## config.mk

```make
export PLATFORM = sky130hd
export DESIGN_NAME = mem_sram_ctrl
export DESIGN_NICKNAME = d
export VERILOG_FILES = /design/src/rtl/mem_sram_ctrl.sv
export SDC_FILE = /design/constraint.sdc
export NUM_CORES = 1
export LEC_CHECK = 0
export CAP_MARGIN = 10
export CORE_MARGIN = 1
export CORE_UTILIZATION = 46
export DETAILED_ROUTE_END_ITERATION = 8
export PLACE_DENSITY = 0.91
export REMOVE_ABC_BUFFERS = 1
export SLEW_MARGIN = 20
export SYNTH_ARGS = -nofsm -noshare
export SYNTH_HDL_FRONTEND = slang
export SYNTH_SLANG_ARGS = --single-unit
```

## constraint.sdc

```tcl
create_clock -name clk -period 5.2 [get_ports clk]
set_input_delay 0.52 -clock clk [delete_from_list [all_inputs] [get_ports clk]]
set_output_delay 0.52 -clock clk [all_outputs]
set_load 0.1 [all_outputs]
```

## src/rtl/mem_sram_ctrl.sv

```systemverilog
// mem_sram_ctrl: MEM-stage data-memory unit. Splits one 32-bit load/store into two 16-bit
// accesses on an external asynchronous SRAM, holding each half on the bus for WAIT_CYCLES cycles.
// While an access is in flight, ready is low; the pipeline freezes on ~ready.
//
// Ports:
//   clk, rst            clock; synchronous active-high reset
//   rd_en, wr_en        load / store request (wr_en wins if both set), held until ready
//   addr, wdata         CPU byte address and store data
//   rdata               load result, valid from DONE until the next read overwrites it
//   ready               no request pending, or request completing this cycle
//   err                 one-cycle address-fault pulse (only with MEM_ADDR_CHECK_EN)
//   sram_addr           SRAM halfword address
//   sram_dq_o/_i/_oe    SRAM data out / in / output enable (tristate built at top level)
//   sram_we_n           SRAM write enable, active low
//
// Optional feature: define MEM_ADDR_CHECK_EN to fault requests that are below BASE_ADDR,
// misaligned, or beyond the SRAM; they skip the SRAM and finish in DONE with err=1.

module mem_sram_ctrl #(
    parameter int unsigned ADDR_W      = 18,
    parameter int unsigned WAIT_CYCLES = 5,
    parameter logic [31:0] BASE_ADDR   = 32'd1024
) (
    input  logic              clk,
    input  logic              rst,
    input  logic              rd_en,
    input  logic              wr_en,
    input  logic [31:0]       addr,
    input  logic [31:0]       wdata,
    output logic [31:0]       rdata,
    output logic              ready,
    output logic              err,
    output logic [ADDR_W-1:0] sram_addr,
    output logic [15:0]       sram_dq_o,
    input  logic [15:0]       sram_dq_i,
    output logic              sram_dq_oe,
    output logic              sram_we_n
);

    localparam int unsigned    CntW    = (WAIT_CYCLES > 1) ? $clog2(WAIT_CYCLES) : 1;
    localparam logic [CntW-1:0] CntLast = CntW'(WAIT_CYCLES - 1);

    typedef enum logic [1:0] {StIdle, StLo, StHi, StDone} state_e;

    state_e            state_q, state_d;
    logic [CntW-1:0]   cnt_q, cnt_d;
    logic              is_wr_q, is_wr_d;
    logic [ADDR_W-2:0] widx_q, widx_d;
    logic [31:0]       wdata_q, wdata_d;
    logic [31:0]       rdata_q, rdata_d;
    logic [31:0]       offset;
    logic              cnt_last;

    assign offset   = addr - BASE_ADDR;
    assign cnt_last = (cnt_q == CntLast);
    assign rdata    = rdata_q;

`ifdef MEM_ADDR_CHECK_EN
    localparam logic [32:0] HalfLimit = 33'd1 << ADDR_W;

    logic fault;
    logic err_q, err_d;

    assign fault = (addr < BASE_ADDR) || (addr[1:0] != 2'b00) ||
                   ({2'b00, offset[31:1]} >= HalfLimit);
    assign err   = err_q;
`else
    // Without the check, high offset bits are simply dropped (address wraps in SRAM).
    logic unused_offset;
    assign unused_offset = ^{offset[31:ADDR_W+1], offset[1:0]};
    assign err           = 1'b0;
`endif

    always_comb begin
        state_d    = state_q;
        cnt_d      = cnt_q;
        is_wr_d    = is_wr_q;
        widx_d     = widx_q;
        wdata_d    = wdata_q;
        rdata_d    = rdata_q;
`ifdef MEM_ADDR_CHECK_EN
        err_d      = 1'b0;
`endif
        ready      = 1'b0;
        sram_addr  = '0;
        sram_dq_o  = '0;
        sram_dq_oe = 1'b0;
        sram_we_n  = 1'b1;

        unique case (state_q)
            StIdle: begin
                ready = !(rd_en || wr_en);
                if (rd_en || wr_en) begin
                    // Latch everything now; inputs may change once we leave IDLE.
                    is_wr_d = wr_en;
                    widx_d  = offset[ADDR_W:2];
                    wdata_d = wdata;
                    cnt_d   = '0;
                    state_d = StLo;
`ifdef MEM_ADDR_CHECK_EN
                    if (fault) begin
                        state_d = StDone;
                        err_d   = 1'b1;
                        if (!wr_en) begin
                            rdata_d = '0;
                        end
                    end
`endif
                end
            end

            StLo: begin
                sram_addr = {widx_q, 1'b0};
                if (is_wr_q) begin
                    sram_we_n  = 1'b0;
                    sram_dq_oe = 1'b1;
                    sram_dq_o  = wdata_q[15:0];
                end
                if (cnt_last) begin
                    cnt_d   = '0;
                    state_d = StHi;
                    // Sample at the end of the hold window so SRAM access time is met.
                    if (!is_wr_q) begin
                        rdata_d[15:0] = sram_dq_i;
                    end
                end else begin
                    cnt_d = cnt_q + 1'b1;
                end
            end

            StHi: begin
                sram_addr = {widx_q, 1'b1};
                if (is_wr_q) begin
                    sram_we_n  = 1'b0;
                    sram_dq_oe = 1'b1;
                    sram_dq_o  = wdata_q[31:16];
                end
                if (cnt_last) begin
                    cnt_d   = '0;
                    state_d = StDone;
                    if (!is_wr_q) begin
                        rdata_d[31:16] = sram_dq_i;
                    end
                end else begin
                    cnt_d = cnt_q + 1'b1;
                end
            end

            StDone: begin
                ready   = 1'b1;
                state_d = StIdle;
            end

            default: begin
                state_d = StIdle;
            end
        endcase
    end

    always_ff @(posedge clk) begin
        if (rst) begin
            state_q <= StIdle;
            cnt_q   <= '0;
            is_wr_q <= 1'b0;
            widx_q  <= '0;
            wdata_q <= '0;
            rdata_q <= '0;
`ifdef MEM_ADDR_CHECK_EN
            err_q   <= 1'b0;
`endif
        end else begin
            state_q <= state_d;
            cnt_q   <= cnt_d;
            is_wr_q <= is_wr_d;
            widx_q  <= widx_d;
            wdata_q <= wdata_d;
            rdata_q <= rdata_d;
`ifdef MEM_ADDR_CHECK_EN
            err_q   <= err_d;
`endif
        end
    end

endmodule

```

==> metrics <==
ys flop type=dfxtp_1; cells along the critical path=inv_1 -> ha_1 -> o21a_1 -> and2_1 -> clkdlybuf4s50_1; routed wire length=9.80 mm; Port-buffer cells=137; Clock Latency Late Sink=0.35 ns; top cells by area, synth=dfxtp_1 48%, nand2_1 15%, a21oi_1 11%, a22oi_1 3.3%, nor2_1 3.2%; synth warn=0; CTS resizes=0; Crit. End Element=output pin; final cycle utilization of the critical path=0.753; number of synthesized register bits=87; WP data required=4.68 ns; setup tns final=0 ns; Die Wd=90.9 µm; cell area after layout=5200 µm²; CP startpoint=state_q[1]$_SDFFE_PP0P_; most common cell in the synthesized netlist=nand2_1; Synth Area in Adders=0.0275; Avg WL per Cell=14.1 µm; Slew headroom=0.295; crit path buf inv count=2; post-route DRC violation count=0; Final min period=3.92 ns; Final Net Count=680; fraction of synthesized cell area in xor and xnor cells=0.00481; first-pass GRT wire length=16.2 mm; Worst Setup Start Kind=flop; clock root buffer=clkbuf_8; initial antenna violation count=0; All-Layer GR Usage=0.243; Area after DPL=5010 µm²; Placed Instances=678; die area=8270 µm²; Post-DP HPWL=6.63 mm; CP Data Arrival Time=3.40 ns; Hold WC Path Type=flop to flop; Pleak=1.83 nW; Max-cap violations=0; number of I/O pins=154; Die Y=90.9 µm; peak supply drop=0.262 mV; dpl ws=1.61 ns; post-synth cell types=33; largest net degree at the start of global routing=88; slowest cell delay on critical path=1.15 ns; Fin. Hold Viols=0; GPL Wtd Cong=0.777; Max Root-Sink Buffers=2; Post-synth ARST share=0; Post-synth top cells=147 x nand2_1, 87 x dfxtp_1, 78 x a21oi_1; postcts setup bufs=0; P&R area growth vs syn=42.8%; hold_ws=0.457 ns; Initial Utilization=0.473; cell count after synthesis=475; GR Util met1=0.281; Power Total=2.21 mW; DRT antenna net count=0; hold wc startpoint=rdata[14]$_SDFFE_PP0P_; sequential area share after synthesis=0.479; FP Rows=32; largest family of logic cells by synthesized area=simple AND/OR/NAND/NOR gates; Final Skew=0.00934 ns; vias in the first global route=3,505; Pins Over Slew Limit=0; largest area contributor in the netlist=dfxtp_1; setup slack after layout=1.28 ns; GRT Max-Usage Layer=met2; post-synthesis mux area share=0; Mean Syn Cell Area=7.66 µm²; clock slew at reported path FFs=0.08 ns; antenna cells=0; Power Dens Cells=425 nW/µm²; vias=3,635; CTS tree=yes; slowest cell on the critical path=clkdlybuf4s50_1; met3 Usage GRT=0.0704; Cell Area, Synth=3640 µm²; Peak Freq=0.255 GHz; met2 global-route usage=0.430; 1st-pass router iterations=4; Setup violations, final=0; clock sinks=87; CP max FO=20; Post-synth EDFFs=0; crit-path leading delay family=buffers and inverters; RSZ-0062 raised after global routing=no; non-filler cells, final=694; CTS buffer count=9; status=finished, final reports clean; area share of and/or/nand/nor cells after synthesis=0.260; worst r2r src=state_q[0]$_SDFFE_PP0P_; Compound-Gate Fraction of Synth Area=0.181; hold buffers post-CTS=0; routed vias/inst=5.24; DRT iter0 DRCs=175; fin util=0.676; post-synth top area share=0.479; htree depth=3; critical path class=flop to output pin; proportion of layout cells with a drive suffix above 1=0.0355; Slew @ Worst Pin=1.06 ns; core area=7690 µm²; total congestion overflow=0
-- layer usage --
layer,routed length [µm],share of wire,up-vias
met3,814,0.083,14
met5,0,0,-
li1,-,-,1800
met4,144,0.015,0
met1,4120,0.42,1673
met2,4720,0.48,148
-- worst reg2reg max path, stage by stage (launching register included) --
cell	delay (ns)
dfxtp_1	0.35
inv_1	0.11
ha_1	0.73
nand4b_1	0.74
nand2_1	0.29
a21oi_1	0.10
-- cell type report --
cell class                 count  area, µm²
clock buffer                  11        141
inverter                       7       26.3
tap                          102        128
clock inverter                 4       22.5
fill                         632       2490
sequential                    87       1740
timing repair buffer         139       1400
multi-input combinational    344       1740
-- layout by cell type (no fill, tap or decap), types with 3 or more instances in the layout --
| cell | n |
|---|---|
| a211oi_1 | 8 |
| a21oi_1 | 78 |
| a22oi_1 | 16 |
| and2_1 | 17 |
| and4_1 | 3 |
| clkbuf_8 | 10 |
| clkdlybuf4s50_1 | 136 |
| clkinv_2 | 3 |
| dfxtp_1 | 87 |
| ha_1 | 8 |
| inv_1 | 7 |
| nand2_1 | 147 |
| nand3_1 | 4 |
| nand4b_1 | 3 |
| nor2_1 | 31 |
| nor4_1 | 5 |
| o21ai_0 | 4 |
-- sequential cells by signal, summed over array words and instances (netlist names) --
| name | count |
|---|---|
| rdata | 32 |
| wdata_q | 32 |
| widx_q | 17 |
| cnt_q | 3 |
| state_q | 2 |
| is_wr_q | 1 |
-- final timing paths --
| kind | cells past startpoint | slack (ns) | to |
|---|---|---|---|
| min reg2reg | 2 | 0.46 | rdata[14]$_SDFFE_PP0P_ |
| min | 2 | 0.46 | rdata[14]$_SDFFE_PP0P_ |
| max reg2reg | 5 | 2.72 | rdata[21]$_SDFFE_PP0P_ |
| max | 5 | 1.28 | sram_addr[3] |
-- cells by family after synthesis --
kind of cell               count (synthesis)
other                                      1
adders and majority gates                  8
DFF                                       87
and+or+nand+nor                          218
buffers and inverters                     44
AOI/OAI and AO/OA                        115
xor gates and xnor gates                   2
-- report_power, final --
part,switching [mW],internal (mW),total [mW]
logic,0.657,0.288,0.945
registers,0.0697,0.786,0.855
clock network,0.227,0.182,0.409
Power figures use the tool's default switching activity.
